### src/rtl/instr_sequencer_pkg.sv
// Opcodes, instruction field positions and FSM states shared by the Jericalla sequencer.
// The StWaitStep state exists only when SEQ_STEP_EN is defined.
package instr_sequencer_pkg;

  localparam int unsigned WordW   = 20;
  localparam int unsigned OpMsb   = 19;
  localparam int unsigned OpLsb   = 16;
  localparam int unsigned RsvdBit = 15;
  localparam int unsigned Rd1Msb  = 14;
  localparam int unsigned Rd1Lsb  = 10;
  localparam int unsigned Rd2Msb  = 9;
  localparam int unsigned Rd2Lsb  = 5;
  localparam int unsigned WrMsb   = 4;
  localparam int unsigned WrLsb   = 0;

  typedef enum logic [3:0] {
    OpAnd  = 4'h0,
    OpOr   = 4'h1,
    OpAdd  = 4'h2,
    OpSub  = 4'h3,
    OpSlt  = 4'h4,
    OpNor  = 4'h5,
    OpSw   = 4'h6,
    OpLw   = 4'h7,
    OpHalt = 4'hF
  } opcode_e;

  typedef enum logic [1:0] {ClsAlu, ClsMem, ClsIllegal, ClsHalt} op_class_e;

  typedef enum logic [2:0] {
    StIdle,
    StFetch,
    StLatch,
    StExec,
    StHalt
`ifdef SEQ_STEP_EN
    , StWaitStep
`endif
  } state_e;

  function automatic op_class_e op_class(input logic [3:0] op);
    if (op <= OpNor) return ClsAlu;
    if (op == OpSw || op == OpLw) return ClsMem;
    if (op == OpHalt) return ClsHalt;
    return ClsIllegal;
  endfunction

endpackage

### src/rtl/instr_sequencer_if.sv
// Instruction-memory read port plus the issue bundle towards unidad_control and the
// register bank; master is the sequencer side.
interface instr_sequencer_if
  import instr_sequencer_pkg::*;
#(
  parameter int unsigned PC_W = 6
);
  logic              im_en;
  logic [PC_W-1:0]   im_addr;
  logic [WordW-1:0]  im_rdata;
  logic              mem_ack;
  logic [3:0]        opcode;
  logic [4:0]        rd_addr1;
  logic [4:0]        rd_addr2;
  logic [4:0]        wr_addr;
  logic              instr_valid;

  modport master (
    output im_en, im_addr, opcode, rd_addr1, rd_addr2, wr_addr, instr_valid,
    input  im_rdata, mem_ack
  );

  modport slave (
    input  im_en, im_addr, opcode, rd_addr1, rd_addr2, wr_addr, instr_valid,
    output im_rdata, mem_ack
  );
endinterface

### src/rtl/instr_sequencer_pc_counter.sv
// Program counter with synchronous clear, increment and a flag for the last program word.
module instr_sequencer_pc_counter #(
  parameter int unsigned Width = 6,
  parameter int unsigned Last  = 63
) (
  input  logic             clk,
  input  logic             rst_n,
  input  logic             clr,
  input  logic             inc,
  output logic [Width-1:0] count,
  output logic             at_end
);

  logic [Width-1:0] count_q;

  always_ff @(posedge clk or negedge rst_n) begin
    if (!rst_n) begin
      count_q <= '0;
    end else if (clr) begin
      count_q <= '0;
    end else if (inc) begin
      count_q <= count_q + 1'b1;
    end
  end

  assign count  = count_q;
  assign at_end = (count_q == Width'(Last));

endmodule

### src/rtl/instr_sequencer.sv
// Jericalla fetch/issue engine: fetch, latch, issue one instruction at a time, stop on HALT
// or at the last program word. Defining SEQ_STEP_EN adds the step port and WAIT_STEP state.
module instr_sequencer
  import instr_sequencer_pkg::*;
#(
  parameter int unsigned PC_W     = 6,
  parameter int unsigned PROG_LEN = 64
) (
  input  logic                clk,
  input  logic                rst_n,
  input  logic                start,
`ifdef SEQ_STEP_EN
  input  logic                step,
`endif
  instr_sequencer_if.master   bus,
  output logic [PC_W-1:0]     pc,
  output logic                busy,
  output logic                halted,
  output logic [7:0]          illegal_cnt
);

  state_e    state_q;
  logic [3:0] ir_op_q;
  logic      im_en_q, instr_valid_q, busy_q, halted_q;
  logic [3:0] opcode_q;
  logic [4:0] rd_addr1_q, rd_addr2_q, wr_addr_q;
  logic [7:0] illegal_cnt_q;

  op_class_e ir_cls, lat_cls;
  logic [3:0] lat_op;
  logic      restart, done, pc_clr, pc_inc, pc_at_end;
  logic      unused_rsvd;

  assign unused_rsvd = bus.im_rdata[RsvdBit];
  assign lat_op      = bus.im_rdata[OpMsb:OpLsb];
  assign lat_cls     = op_class(lat_op);
  assign ir_cls      = op_class(ir_op_q);

  always_comb begin
    restart = start && (state_q == StIdle || state_q == StHalt);
    done    = 1'b0;
    if (state_q == StExec) begin
      unique case (ir_cls)
        ClsAlu, ClsIllegal: done = 1'b1;
        ClsMem:             done = bus.mem_ack;
        ClsHalt:            done = 1'b0;
      endcase
    end
    pc_clr = restart;
    pc_inc = done && !pc_at_end;
  end

  instr_sequencer_pc_counter #(
    .Width (PC_W),
    .Last  (PROG_LEN - 1)
  ) u_pc_counter (
    .clk    (clk),
    .rst_n  (rst_n),
    .clr    (pc_clr),
    .inc    (pc_inc),
    .count  (pc),
    .at_end (pc_at_end)
  );

  always_ff @(posedge clk or negedge rst_n) begin
    if (!rst_n) begin
      state_q       <= StIdle;
      ir_op_q       <= '0;
      im_en_q       <= 1'b0;
      instr_valid_q <= 1'b0;
      opcode_q      <= '0;
      rd_addr1_q    <= '0;
      rd_addr2_q    <= '0;
      wr_addr_q     <= '0;
      busy_q        <= 1'b0;
      halted_q      <= 1'b0;
      illegal_cnt_q <= '0;
    end else begin
      case (state_q)
        StIdle, StHalt: begin
          if (start) begin
            state_q  <= StFetch;
            im_en_q  <= 1'b1;
            busy_q   <= 1'b1;
            halted_q <= 1'b0;
          end
        end
        StFetch: begin
          state_q <= StLatch;
          im_en_q <= 1'b0;
        end
        StLatch: begin
          ir_op_q <= lat_op;
          state_q <= StExec;
          // Only ALU and memory ops are presented; everything else keeps the fields at zero.
          if (lat_cls == ClsAlu || lat_cls == ClsMem) begin
            instr_valid_q <= 1'b1;
            opcode_q      <= lat_op;
            rd_addr1_q    <= bus.im_rdata[Rd1Msb:Rd1Lsb];
            rd_addr2_q    <= bus.im_rdata[Rd2Msb:Rd2Lsb];
            wr_addr_q     <= bus.im_rdata[WrMsb:WrLsb];
          end
        end
        StExec: begin
          if (ir_cls == ClsIllegal && illegal_cnt_q != 8'hFF) begin
            illegal_cnt_q <= illegal_cnt_q + 8'd1;
          end
          if (ir_cls == ClsHalt || (done && pc_at_end)) begin
            state_q  <= StHalt;
            halted_q <= 1'b1;
            busy_q   <= 1'b0;
          end else if (done) begin
`ifdef SEQ_STEP_EN
            state_q <= StWaitStep;
`else
            state_q <= StFetch;
            im_en_q <= 1'b1;
`endif
          end
          if (done) begin
            instr_valid_q <= 1'b0;
            opcode_q      <= '0;
            rd_addr1_q    <= '0;
            rd_addr2_q    <= '0;
            wr_addr_q     <= '0;
          end
        end
`ifdef SEQ_STEP_EN
        StWaitStep: begin
          if (step) begin
            state_q <= StFetch;
            im_en_q <= 1'b1;
          end
        end
`endif
        default: state_q <= StIdle;
      endcase
    end
  end

  assign bus.im_en       = im_en_q;
  assign bus.im_addr     = pc;
  assign bus.instr_valid = instr_valid_q;
  assign bus.opcode      = opcode_q;
  assign bus.rd_addr1    = rd_addr1_q;
  assign bus.rd_addr2    = rd_addr2_q;
  assign bus.wr_addr     = wr_addr_q;
  assign busy            = busy_q;
  assign halted          = halted_q;
  assign illegal_cnt     = illegal_cnt_q;

endmodule

### src/flat_wrapper.sv
// flat-port wrapper written by rule: the top's interface ports become plain ports
module instr_sequencer_flat import instr_sequencer_pkg::*;
#(
  parameter int unsigned PC_W     = 6,
  parameter int unsigned PROG_LEN = 64
)
  (clk, rst_n, start, pc, busy, halted, illegal_cnt, bus_im_en, bus_im_addr, bus_opcode, bus_rd_addr1, bus_rd_addr2, bus_wr_addr, bus_instr_valid, bus_im_rdata, bus_mem_ack);
  instr_sequencer_if #(.PC_W(PC_W)) bus_i ();
  input  logic clk;
  input  logic rst_n;
  input  logic start;
  output logic [PC_W-1:0] pc;
  output logic busy;
  output logic halted;
  output logic [7:0] illegal_cnt;
  output wire logic [$bits(bus_i.im_en)-1:0] bus_im_en;
  output wire logic [$bits(bus_i.im_addr)-1:0] bus_im_addr;
  output wire logic [$bits(bus_i.opcode)-1:0] bus_opcode;
  output wire logic [$bits(bus_i.rd_addr1)-1:0] bus_rd_addr1;
  output wire logic [$bits(bus_i.rd_addr2)-1:0] bus_rd_addr2;
  output wire logic [$bits(bus_i.wr_addr)-1:0] bus_wr_addr;
  output wire logic [$bits(bus_i.instr_valid)-1:0] bus_instr_valid;
  input wire logic [$bits(bus_i.im_rdata)-1:0] bus_im_rdata;
  input wire logic [$bits(bus_i.mem_ack)-1:0] bus_mem_ack;
  assign bus_im_en = bus_i.im_en;
  assign bus_im_addr = bus_i.im_addr;
  assign bus_opcode = bus_i.opcode;
  assign bus_rd_addr1 = bus_i.rd_addr1;
  assign bus_rd_addr2 = bus_i.rd_addr2;
  assign bus_wr_addr = bus_i.wr_addr;
  assign bus_instr_valid = bus_i.instr_valid;
  assign bus_i.im_rdata = bus_im_rdata;
  assign bus_i.mem_ack = bus_mem_ack;
  instr_sequencer #(.PC_W(PC_W), .PROG_LEN(PROG_LEN)) u_core (.clk(clk), .rst_n(rst_n), .start(start), .bus(bus_i), .pc(pc), .busy(busy), .halted(halted), .illegal_cnt(illegal_cnt));
endmodule
### config.mk
export PLATFORM = sky130hd
export DESIGN_NAME = instr_sequencer_flat
export DESIGN_NICKNAME = d
export VERILOG_FILES = /design/src/rtl/instr_sequencer_pkg.sv /design/src/rtl/instr_sequencer_if.sv /design/src/rtl/instr_sequencer_pc_counter.sv /design/src/rtl/instr_sequencer.sv /design/src/flat_wrapper.sv
export SDC_FILE = /design/constraint.sdc
export NUM_CORES = 1
export LEC_CHECK = 0
export BUFFER_PORTS_ARGS = -buffer_cell sky130_fd_sc_hd__buf_4
export CELL_PAD_IN_SITES_DETAIL_PLACEMENT = 0
export CELL_PAD_IN_SITES_GLOBAL_PLACEMENT = 1
export CORE_UTILIZATION = 34
export CTS_CLUSTER_DIAMETER = 60
export DETAILED_ROUTE_END_ITERATION = 10
export PLACE_DENSITY = 0.85
export SLEW_MARGIN = 25
export SYNTH_ARGS = -nofsm -noshare
export SYNTH_HDL_FRONTEND = slang
export SYNTH_SLANG_ARGS = --single-unit
### constraint.sdc
create_clock -name clk -period 1.7 [get_ports clk]
set_input_delay 0.34 -clock clk [delete_from_list [all_inputs] [get_ports clk]]
set_output_delay 0.34 -clock clk [all_outputs]
set_load 0.05 [all_outputs]
==> key figures, run 1 <==
Run status
  • Outcome: completed

Power
  • P_sw: 2790 µW
  • Peak VDD IR: 1.05 mV
  • Combinational Power Share: 56.5%
  • Clock power share: 12.0%
  • Leak Pwr: 0.00128 µW
  • Switching share of power: 49.0%
  • PwrDens: 2190 mW/mm²
  • Seq pwr share: 31.4%
  • Int Pwr: 2900 µW

Cells and area
  • Most frequent cells in the layout: buf_4 (72), dfrtp_1 (40), nand2_1 (20)
  • Diodes inserted: 0
  • Final nets: 260
  • Share of cells above drive strength 1: 38.7%
  • Utilization after layout: 47.5%
  • Non-filler cells, final: 307
  • Layout area overhead: 35.3%
  • Commonest non-fill, non-tap cell in the layout: buf_4
  • Design area: 0.00260 mm²

Place
  • Inst Count DP: 299
  • Post-DP HPWL: 2850 µm
  • RePlAce Congestion: 0.734
  • Port-buffer cells: 65
  • Dpl cell area: 0.00250 mm²

Yosys
  • Unique masters post-synth: 36
  • Syn nets: 191
  • Post-Syn Area: 0.00192 mm²
  • FFs w/ async S/R, synth: 100%
  • Synth Warn #: 0
  • EDFF count, synth: 0
  • #FFs+latches synth: 44
  • Mean Syn Cell Area: 11.7 µm²
  • Synth Instances: 165
  • Post-synthesis sequential area ratio: 57.3%
  • Synth Flop Type: dfrtp_1

GRT
  • Initial antenna violation count: 0
  • Aggregate global-route resource usage: 14.6%
  • Vias in the first global route: 1472
  • First-pass GRT wire length: 6880 µm
  • Grt ovf: 0
  • Largest net degree at the start of global routing: 45

Timing
  • Highest clock rate: 628 MHz
  • Count of final setup violators: 0
  • Hold Fails Final Rpt: 0
  • Slew @ Worst Pin: 0.547 ns
  • Worst rel slew slack: 63.5%
  • Final Cycle Share: 93.7%
  • Worst Skew: 0.00698 ns
  • Slew Limit Fails: 0
  • Crit path time final: 1.59 ns
  • RSZ-0062 raised after global routing: yes

Routing
  • Number of remaining DRC errors: 0
  • Final wirelength: 4030 µm
  • Wirelength per Cell: 13.1 µm
  • Post-DR vias/cell: 4.82
  • Post-route ant nets: 0
  • Initial DRC count: 60
  • DR pass1 iterations: 4
  • Vias: 1479

Floorplanning
  • Die Wd: 77.2 µm
  • Die area: 0.00596 mm²
  • Die height: 77.2 µm
  • Num rows: 27
  • Ports: 67
  • Initial Utilization: 35.1%
  • Floorplan Core Area: 0.00547 mm²

Worst setup path
  • Worst endpoint required time: 1.88 ns
  • Internal reg-to-reg setup slack: 0.11 ns
  • Crit path max fanout: 19
  • CP startpoint kind: flip-flop
  • RR Startpoint: u_core.ir_op_q[3]
  • CP Data Arrival Time: 1.77 ns
  • Worst reg2reg path depth: 5
  • Critical R2R Capture: u_core.bus.rd_addr2[3]
  • Endpoint class of the critical path: flip-flop
  • Crit path kind: flip-flop to flip-flop

Clocking
  • Longest Clk Path Bufs: 2
  • H-tree levels: 2
  • Post-CTS Setup Inserts: 0
  • CTS tree: yes
  • Clock slew at reported path FFs: 0.08 ns
  • Hold Buf Count CTS: 0
  • Gates resized, CTS repair: 0
  • Root Buffer: clkbuf_8
  • Sink Count: 44
  • Num CTS Buffers: 5
  • Clock Latency Late Sink: 0.29 ns

Min path
  • Hold Crit Class: primary input to async pin

Run
  • Max_cap viols: 0
-- cells in the mapped netlist (2+ instances only) --
library cell	n	area, µm²
buf_2	3	15.0
nor2b_1	2	12.5
a22o_1	18	158
ha_1	2	25.0
inv_1	3	11.3
o21ai_0	7	35.0
mux2i_1	7	70.1
dfrtp_1	44	1100
nand2b_1	3	18.8
nor3_1	6	30.0
nand2_1	20	75.1
xor2_1	4	35.0
xnor2_1	3	26.3
nand4_1	2	12.5
nand3_1	6	30.0
nor2_1	7	26.3
mux2_2	3	33.8
nor3_2	2	20.0
buf_4	6	45.0
-- metal layers --
layer | track usage (%) | vias to the layer above | part of all wire [%]
met3 | 3.81 | 5 | 5.4
met5 | 0 | - | 0
met4 | 5.09 | 0 | 1.2
met2 | 23.5 | 40 | 47
li1 | - | 733 | -
met1 | 18.7 | 701 | 47
-- power by group through the flow --
stage	Combinational (µW)	Clock [µW]	Sequential [µW]
floorplan	1200	0	2880
global placement	3210	0	1800
detailed placement	3230	0	1810
CTS	3240	715	1800
global route	3430	756	1860
finish	3220	684	1790
-- registers in the layout, indices dropped and copies added, names as in the netlist --
register	count
u_core.illegal_cnt	8
u_core.u_pc_counter.count	6
u_core.bus.rd_addr1	5
u_core.bus.rd_addr2	5
u_core.bus.wr_addr	5
u_core.bus.opcode	4
u_core.ir_op_q	4
u_core.state_q	3
u_core.bus.im_en	1
u_core.bus.instr_valid	1
u_core.busy	1
u_core.halted	1
-- layout make-up --
class / instances / area, µm²
Multi-Input combinational cell: 107 / 736
Clock inverter: 2 / 15.0
Inverter: 3 / 11.3
Fill cell: 535 / 2870
Tap cell: 72 / 90.1
Clock buffer: 6 / 82.6
Timing Repair Buffer: 73 / 561
Sequential cell: 44 / 1110
-- per-stage QoR --
step                hold WS, ns  TNS [ns]  setup WS [ns]  power (µW)
floorplan                0.0444         0         0.0142        4080
global placement          0.370         0          0.125        5020
detailed placement        0.369         0          0.114        5040
CTS                      0.0412         0          0.104        5750
global route             0.0707   -0.0520        -0.0228        6050
finish                   0.0327         0          0.107        5690
-- worst max-delay path, cell delays in order, from the launching register on --
cell and delay, ns:
dfrtp_1 0.43, nor2b_1 0.22, nor3_2 0.09, a211o_1 0.33
buf_12 0.16, a22o_1 0.23
-- worst max-delay path by stage --
stage,endpoint,cells past startpoint,start,slack [ns]
2_1_floorplan,u_core.illegal_cnt[5],5,u_core.illegal_cnt[0],0.01
3_3_place_gp,u_core.bus.wr_addr[2],6,bus_mem_ack,0.12
3_5_place_dp,u_core.bus.rd_addr2[3],6,bus_mem_ack,0.11
4_1_cts,u_core.bus.rd_addr2[3],5,u_core.ir_op_q[3],0.10
5_1_grt,u_core.bus.im_en,4,u_core.ir_op_q[3],-0.02
6_report,u_core.bus.rd_addr2[3],5,u_core.ir_op_q[3],0.11
-- kinds of logic (layout without fill, tap and decap cells) --
| kind of cell | after synthesis | count (layout) | synth area share, % |
|---|---|---|---|
| flip-flops | 44 | 44 | 57.3 |
| AND/OR/NAND/NOR | 54 | 54 | 13.9 |
| AO/OA/AOI/OAI | 34 | 34 | 14.4 |
| XOR/XNOR | 7 | 7 | 3.19 |
| multiplexers | 10 | 10 | 5.40 |
| adder cells (fa/ha/maj) | 2 | 2 | 1.30 |
| buffers and inverters | 14 | 84 | 4.49 |
No activity file was read; power rests on OpenSTA's default activity.
==> run 2, diff against run 1 <==
- PLACE_DENSITY: 0.85 -> 0.82
- RECOVER_POWER: unset -> 50
- SYNTH_HIERARCHICAL: unset -> 1
==> run 2 against run 1 <==
  * Sequential share of layout area increased by 0.19 points
  * Critical path type unchanged
  * Die area increased by 1.5%
  * Area after synthesis increased by 1.6%
  * Register-to-register slack improved by 0.03 ns
  * Combinational power about the same
  * Power increased by 2.5%
  * Via count decreased by 2.6%
  * Design area increased by 0.24%
  * Utilization decreased by 0.18 points
  * Cell count decreased by 0.98%
  * Critical endpoint is now u_core/u_pc_counter/count[5]
  * Routed wire length decreased by 1.6%
==> key figures, run 2 <==
Yosys
  • #FFs+latches synth: 44 (unchanged)
  • Share of the synthesized area in the top cell type: 56.4% (was 57.3%)
  • Post-Syn Area: 0.00195 mm² (was 0.00192 mm²)
  • Synth Flop Type: dfrtp_1 (unchanged)
  • Post-synthesis sequential area ratio: 56.4% (was 57.3%)
  • Cell taking the most area after synthesis: dfrtp_1 (unchanged)
  • Unique masters post-synth: 39 (was 36)
  • Top-count cell post-synth: dfrtp_1 (unchanged)
  • Syn nets: 187 (was 191)
  • Largest cells by area after synthesis: dfrtp_1 (56%), a22o_1 (8.1%), xor2_1 (4.0%) (was dfrtp_1 (57%), a22o_1 (8.2%), nand2_1 (3.9%))
  • Top post-synthesis cells by count: dfrtp_1 (44), a22o_1 (18), nand2_1 (13) (was dfrtp_1 (44), nand2_1 (20), a22o_1 (18))
  • Mean Syn Cell Area: 12.1 µm² (was 11.7 µm²)
  • Synth Warn #: 6 (was 0)
  • Synth Instances: 161 (was 165)
  • EDFF count, synth: 0 (unchanged)
  • FFs w/ async S/R, synth: 100% (unchanged)

Worst setup path
  • Crit path kind: flip-flop to flip-flop (unchanged)
  • Buf/Inv on CP: 0 (was 1)
  • CP startpoint kind: flip-flop (unchanged)
  • CP max stage cell: dfrtp_2 (was dfrtp_1)
  • Gate family responsible for the most delay along the worst path: simple AND/OR/NAND/NOR gates (was compound AO/OA/AOI/OAI gates)
  • Worst endpoint required time: 1.92 ns (was 1.88 ns)
  • Worst reg2reg path depth: 7 (was 5)
  • Internal reg-to-reg setup slack: 0.13 ns (was 0.11 ns)
  • Crit path max fanout: 4 (was 19)
  • Critical R2R Capture: u_core/u_pc_counter/count[5] (was u_core.bus.rd_addr2[3])
  • Endpoint class of the critical path: flip-flop (unchanged)
  • Crit-path max cell delay: 0.43 ns (about the same)
  • RR Startpoint: u_core/u_pc_counter/count[1] (was u_core.ir_op_q[3])
  • CP Data Arrival Time: 1.79 ns (was 1.77 ns)
  • Sequence of cells on the critical path: ha_4, nand2_2, nor2_4, nor3b_4, nand3_2, or3_1, a21oi_1 (was nor2b_1, nor3_2, a211o_1, buf_12, a22o_1)

Routing
  • Post-route ant nets: 0 (unchanged)
  • Post-DR vias/cell: 4.74 (was 4.82)
  • DR pass1 iterations: 4 (unchanged)
  • Wirelength per Cell: 13.0 µm (was 13.1 µm)
  • Vias: 1441 (was 1479)
  • Final wirelength: 3960 µm (was 4030 µm)
  • Number of remaining DRC errors: 0 (unchanged)
  • Initial DRC count: 52 (was 60)

Clocking
  • Longest Clk Path Bufs: 2 (unchanged)
  • CTS tree: yes (unchanged)
  • H-tree levels: 2 (unchanged)
  • Num CTS Buffers: 5 (unchanged)
  • Clock Latency Late Sink: 0.29 ns (about the same)
  • Clock slew at reported path FFs: 0.08 ns (about the same)
  • Hold Buf Count CTS: 0 (unchanged)
  • Root Buffer: clkbuf_8 (unchanged)
  • Sink Count: 44 (unchanged)

Timing
  • Slew @ Worst Pin: 1.07 ns (was 0.547 ns)
  • Slew Limit Fails: 0 (unchanged)
  • Worst rel slew slack: 28.5% (was 63.5%)
  • Crit path time final: 1.57 ns (was 1.59 ns)
  • Hold Fails Final Rpt: 0 (unchanged)
  • Final Cycle Share: 92.2% (was 93.7%)
  • RSZ-0062 raised after global routing: no (was yes)
  • Highest clock rate: 638 MHz (was 628 MHz)
  • Worst Skew: 0.00417 ns (was 0.00698 ns)
  • Setup ws final: 0.133 ns (was 0.107 ns)
  • Count of final setup violators: 0 (unchanged)

Cells and area
  • Utilization after layout: 47.4% (was 47.5%)
  • Diodes inserted: 0 (unchanged)
  • Final nets: 257 (was 260)
  • Share of cells above drive strength 1: 38.8% (was 38.7%)
  • Largest register FFs: 8 (unchanged)
  • Commonest non-fill, non-tap cell in the layout: buf_4 (unchanged)
  • Most frequent cells in the layout: buf_4 (52), dfrtp_1 (34), clkbuf_1 (21) (was buf_4 (72), dfrtp_1 (40), nand2_1 (20))
  • Layout area overhead: 33.5% (was 35.3%)

Power
  • PwrDens: 2240 mW/mm² (was 2190 mW/mm²)
  • Peak VDD IR: 0.763 mV (was 1.05 mV)
  • Leak Pwr: 0.00124 µW (was 0.00128 µW)
  • Total Power: 5830 µW (was 5690 µW)

Floorplanning
  • Ports: 67 (unchanged)
  • Floorplan Core Area: 0.00551 mm² (was 0.00547 mm²)
  • Num rows: 27 (unchanged)
  • Die height: 77.8 µm (was 77.2 µm)
  • Die area: 0.00605 mm² (was 0.00596 mm²)
  • Initial Utilization: 35.5% (was 35.1%)
  • Die Wd: 77.8 µm (was 77.2 µm)

Run
  • Max_cap viols: 0 (unchanged)

Place
  • Post-DP HPWL: 2800 µm (was 2850 µm)
  • Dpl ws: 0.0954 ns (was 0.114 ns)
  • RePlAce Congestion: 0.772 (was 0.734)
  • Port-buffer cells: 65 (unchanged)

GRT
  • Aggregate global-route resource usage: 14.0% (was 14.6%)
  • Initial antenna violation count: 0 (unchanged)
  • Grt ovf: 0 (unchanged)
  • Largest net degree at the start of global routing: 45 (unchanged)
  • Vias in the first global route: 1371 (was 1472)
  • First-pass GRT wire length: 6630 µm (was 6880 µm)

Min path
  • Hold Crit Class: primary input to async pin (unchanged)

Run status
  • Outcome: completed (unchanged)
## run 2: changes by cell type after synthesis, moves of 3 or more
cell	previous run	this run
inv_1	3	6
mux2i_1	7	1
nand2_1	20	13
nand2b_1	3	0
nor2_1	7	12
nor3_1	6	1
o21ai_0	7	1
xor2_1	4	9
## run 2: logic make-up (layout without fill, tap and decap cells)
group	after synthesis	count (layout)	share of synthesized area, %
xor+xnor	11	11	4.93
flops	44	44	56.4
buf+inv	17	88	5.51
simple gates	48	48	13.5
fa+ha+maj	2	2	1.28
compound gates	33	33	15.1
mux	6	6	3.40
## run 2: how the worst max path moves through the flow
stage / startpoint / end / cells past startpoint
finish: u_core/u_pc_counter/count[1] / u_core/u_pc_counter/count[5] / 7
global route: u_core/ir_op_q[3] / u_core/u_pc_counter/count[3] / 7
CTS: u_core/u_pc_counter/count[1] / u_core/u_pc_counter/count[5] / 7
detailed placement: bus_mem_ack / u_core/u_pc_counter/count[3] / 8
global placement: bus_mem_ack / u_core/u_pc_counter/count[4] / 8
floorplan: u_core/u_pc_counter/count[0] / u_core/u_pc_counter/count[5] / 8
## run 2: through the flow
stage                     TNS [ns]  hold slack [ns]  instances  instance area, µm²
after CTS                        0           0.0541        304                2680
after global placement           0            0.370        296                2570
after detailed placement         0            0.378        296                2570
after floorplan            -0.0702           0.0444        161                2000
final                            0            0.235        304                2610
after global routing             0            0.227        304                2610
## run 2: power by group
part	switching [µW]	total, µW	internal (µW)
registers	356	1840	1490
clock network	348	784	436
logic	2190	3210	1020
## run 2: cell type report
type / count / area, µm²
multi-input combinational: 100 / 783
tap: 72 / 90.1
inverter: 6 / 22.5
fill: 540 / 2900
sequential: 44 / 1110
timing repair buffer: 74 / 490
clock buffer: 6 / 72.6
clock inverter: 2 / 35.0
## run 2: worst register-to-register path, stage by stage (launching register included)
cell and delay (ns):
dfrtp_2 0.43, ha_4 0.17, nand2_2 0.07, nor2_4 0.06
nor3b_4 0.20, nand3_2 0.09, or3_1 0.35, a21oi_1 0.13
## run 2: metal layers
layer / track usage, % / routed length (µm) / vias up / share of wire [%]
met2: 21.9 / 1810 / 41 / 46
met4: 5.09 / 43 / 0 / 1.1
met3: 4.47 / 222 / 4 / 5.6
li1: - / - / 704 / -
met1: 18.1 / 1890 / 692 / 48
met5: 0 / 0 / - / 0
## run 2: timing repair
| action | in CTS | in global routing |
|---|---|---|
| endpoints found under the hold margin | 0 | 0 |
| setup buffers | 0 | 0 |
| endpoints found under the setup margin | 0 | 1 |
| gates resized for setup | 0 | 1 |
==> run 3, diff against run 2 <==
--- a/config.mk
+++ b/config.mk
@@ -14,4 +14,5 @@
 export PLACE_DENSITY = 0.82
 export RECOVER_POWER = 50
+export SKIP_LAST_GASP = 1
 export SLEW_MARGIN = 25
 export SYNTH_ARGS = -nofsm -noshare
==> constraint.sdc (replaced) <==
create_clock -name clk -period 1.7 [get_ports clk]
set_input_delay 0.34 -clock clk [delete_from_list [all_inputs] [get_ports clk]]
set_output_delay 0.34 -clock clk [all_outputs]
set_load 0.01 [all_outputs]
==> run 3 against run 2 <==
  * Worst setup slack improved by 0.019 ns
  * Clock power fell by 11%
  * Cell count rose by 0.99%
  * Utilization fell by 0.30 points
  * Design area fell by 0.62%
  * Clock skew rose by 0.0053 ns
  * Critical path type unchanged
  * Critical endpoint is now u_core/u_pc_counter/count[3]
==> key figures, run 3 (same netlist as run 2, synthesis figures left out) <==
Routing
  • Initial DRC count: 57 (was 52)
  • Wirelength per Cell: 13.2 µm (was 13.0 µm)
  • Number of remaining DRC errors: 0 (unchanged)
  • Vias: 1481 (was 1441)
  • DR pass1 iterations: 4 (unchanged)
  • Final wirelength: 4050 µm (was 3960 µm)
  • Post-DR vias/cell: 4.82 (was 4.74)
  • Post-route ant nets: 0 (unchanged)

Timing
  • Final Cycle Share: 91.1% (was 92.2%)
  • Slew @ Worst Pin: 1.06 ns (was 1.07 ns)
  • Sum Neg Setup Slack: 0 ns (unchanged)
  • Crit path time final: 1.55 ns (was 1.57 ns)
  • Worst Skew: 0.00948 ns (was 0.00417 ns)
  • Highest clock rate: 646 MHz (was 638 MHz)
  • RSZ-0062 raised after global routing: no (unchanged)
  • Slew Limit Fails: 0 (unchanged)
  • Count of final setup violators: 0 (unchanged)
  • Worst rel slew slack: 29.0% (was 28.5%)
  • Hold Fails Final Rpt: 0 (unchanged)

Worst setup path
  • Crit path max fanout: 6 (was 4)
  • Internal reg-to-reg setup slack: 0.15 ns (was 0.13 ns)
  • Critical R2R Capture: u_core/u_pc_counter/count[3] (was u_core/u_pc_counter/count[5])
  • Crit path kind: flip-flop to flip-flop (unchanged)
  • CP Data Arrival Time: 1.73 ns (was 1.79 ns)
  • Critical Path Start: u_core/ir_op_q[3] (was u_core/u_pc_counter/count[1])
  • Worst endpoint required time: 1.89 ns (was 1.92 ns)
  • RR Startpoint: u_core/ir_op_q[3] (was u_core/u_pc_counter/count[1])
  • CP endpoint: u_core/u_pc_counter/count[3] (was u_core/u_pc_counter/count[5])
  • CP startpoint kind: flip-flop (unchanged)
  • Worst reg2reg path depth: 7 (unchanged)
  • Endpoint class of the critical path: flip-flop (unchanged)

Clocking
  • Sink Count: 44 (unchanged)
  • Root Buffer: clkbuf_8 (unchanged)
  • CTS tree: yes (unchanged)
  • Clock Latency Late Sink: 0.30 ns (was 0.29 ns)
  • Clock slew at reported path FFs: 0.09 ns (was 0.08 ns)
  • Num CTS Buffers: 5 (unchanged)
  • H-tree levels: 2 (unchanged)
  • Longest Clk Path Bufs: 2 (unchanged)

Cells and area
  • Final nets: 260 (was 257)
  • Commonest non-fill, non-tap cell in the layout: buf_4 (unchanged)
  • Largest register FFs: 8 (unchanged)
  • Diodes inserted: 0 (unchanged)
  • Layout area overhead: 32.7% (was 33.5%)
  • Share of cells above drive strength 1: 35.7% (was 38.8%)
  • Most frequent cells in the layout: buf_4 (55), dfrtp_1 (42), clkbuf_1 (20) (was buf_4 (52), dfrtp_1 (34), clkbuf_1 (21))
  • Non-filler cells, final: 307 (was 304)

Floorplanning
  • Floorplan Core Area: 0.00551 mm² (unchanged)
  • Num rows: 27 (unchanged)
  • Die area: 0.00605 mm² (unchanged)
  • Die Wd: 77.8 µm (unchanged)
  • Initial Utilization: 35.5% (unchanged)
  • Ports: 67 (unchanged)
  • Die height: 77.8 µm (unchanged)

GRT
  • Largest net degree at the start of global routing: 45 (unchanged)
  • Aggregate global-route resource usage: 14.7% (was 14.0%)
  • Vias in the first global route: 1491 (was 1371)
  • Grt ovf: 0 (unchanged)
  • Initial antenna violation count: 0 (unchanged)
  • First-pass GRT wire length: 7020 µm (was 6630 µm)

Power
  • P_sw: 1720 µW (was 2890 µW)
  • Combinational Power Share: 44.7% (was 55.0%)
  • PwrDens: 1750 mW/mm² (was 2240 mW/mm²)
  • Switching share of power: 37.9% (was 49.6%)
  • Seq pwr share: 39.9% (was 31.6%)
  • Peak VDD IR: 0.748 mV (was 0.763 mV)
  • Int Pwr: 2820 µW (was 2940 µW)
  • Clock power share: 15.4% (was 13.4%)
  • Leak Pwr: 0.00126 µW (was 0.00124 µW)

Place
  • Post-DP HPWL: 2840 µm (was 2800 µm)
  • Inst Count DP: 299 (was 296)
  • Port-buffer cells: 65 (unchanged)
  • RePlAce Congestion: 0.762 (was 0.772)

Min path
  • Hold Crit Class: primary input to async pin (unchanged)

Run status
  • Outcome: completed (unchanged)

Run
  • Max_cap viols: 0 (unchanged)
-- run 3: power by group through the flow --
| stage | logic [µW] | registers (µW) | clock network (µW) |
|---|---|---|---|
| after global placement | 2180 | 1830 | 0 |
| after global routing | 2250 | 1890 | 770 |
| final | 2030 | 1810 | 699 |
| after detailed placement | 2210 | 1840 | 0 |
| after CTS | 2220 | 1820 | 718 |
| after floorplan | 1120 | 1980 | 0 |
-- run 3: area by class of cell --
type                       instances  area [µm²]
inverter                           6        22.5
sequential                        44        1100
timing repair buffer              77         513
clock buffer                       6        82.6
multi-input combinational        100         764
tap                               72        90.1
clock inverter                     2        15.0
fill                             526        2920
-- run 3: how the worst min path moves through the flow --
stage                from               endpoint  slack (ns)  depth (start not counted)
floorplan           rst_n       u_core/bus.im_en        0.04                          0
global placement    rst_n   u_core/bus.opcode[1]        0.37                          1
detailed placement  rst_n  u_core/bus.wr_addr[0]        0.37                          1
CTS                 rst_n  u_core/bus.wr_addr[0]        0.04                          1
global route        start      u_core/state_q[2]        0.23                          2
finish              rst_n  u_core/bus.wr_addr[0]        0.22                          1
-- run 3: worst max-delay path: stages (launching register included) --
cell     delay (ns)
dfrtp_1        0.43
or2_1          0.26
a21oi_2        0.21
nor3b_2        0.08
buf_4          0.16
nand4_1        0.09
xor2_1         0.16
nor2_1         0.05
-- run 3: stage by stage --
step	worst slack, ns	power [µW]	hold slack (ns)	instance area [µm²]	util, %
2_1_floorplan	0.0192	3090	0.0444	1970	-
3_3_place_gp	0.0906	4010	0.374	2560	46.6
3_5_place_dp	0.0559	4050	0.372	2560	46.6
4_1_cts	0.0299	4760	0.0415	2660	48.3
5_1_grt	0.00215	4910	0.233	2590	47.1
6_report	0.151	4550	0.216	2590	47.1
-- run 3: timing repair --
action / 4_1_cts / 5_1_grt
hold buffers: 0 / 0
resized for setup: 0 / 3
setup buffers: 0 / 0
endpoints found under the setup margin: 0 / 5
-- run 3: routing by layer --
layer  global-route usage, %  vias to the layer above  wire (µm)
li1                        -                      711          -
met1                    19.3                      719       1940
met2                    23.7                       44       1830
met3                    3.29                        7        224
met4                    5.66                        0         49
met5                       0                        -          0
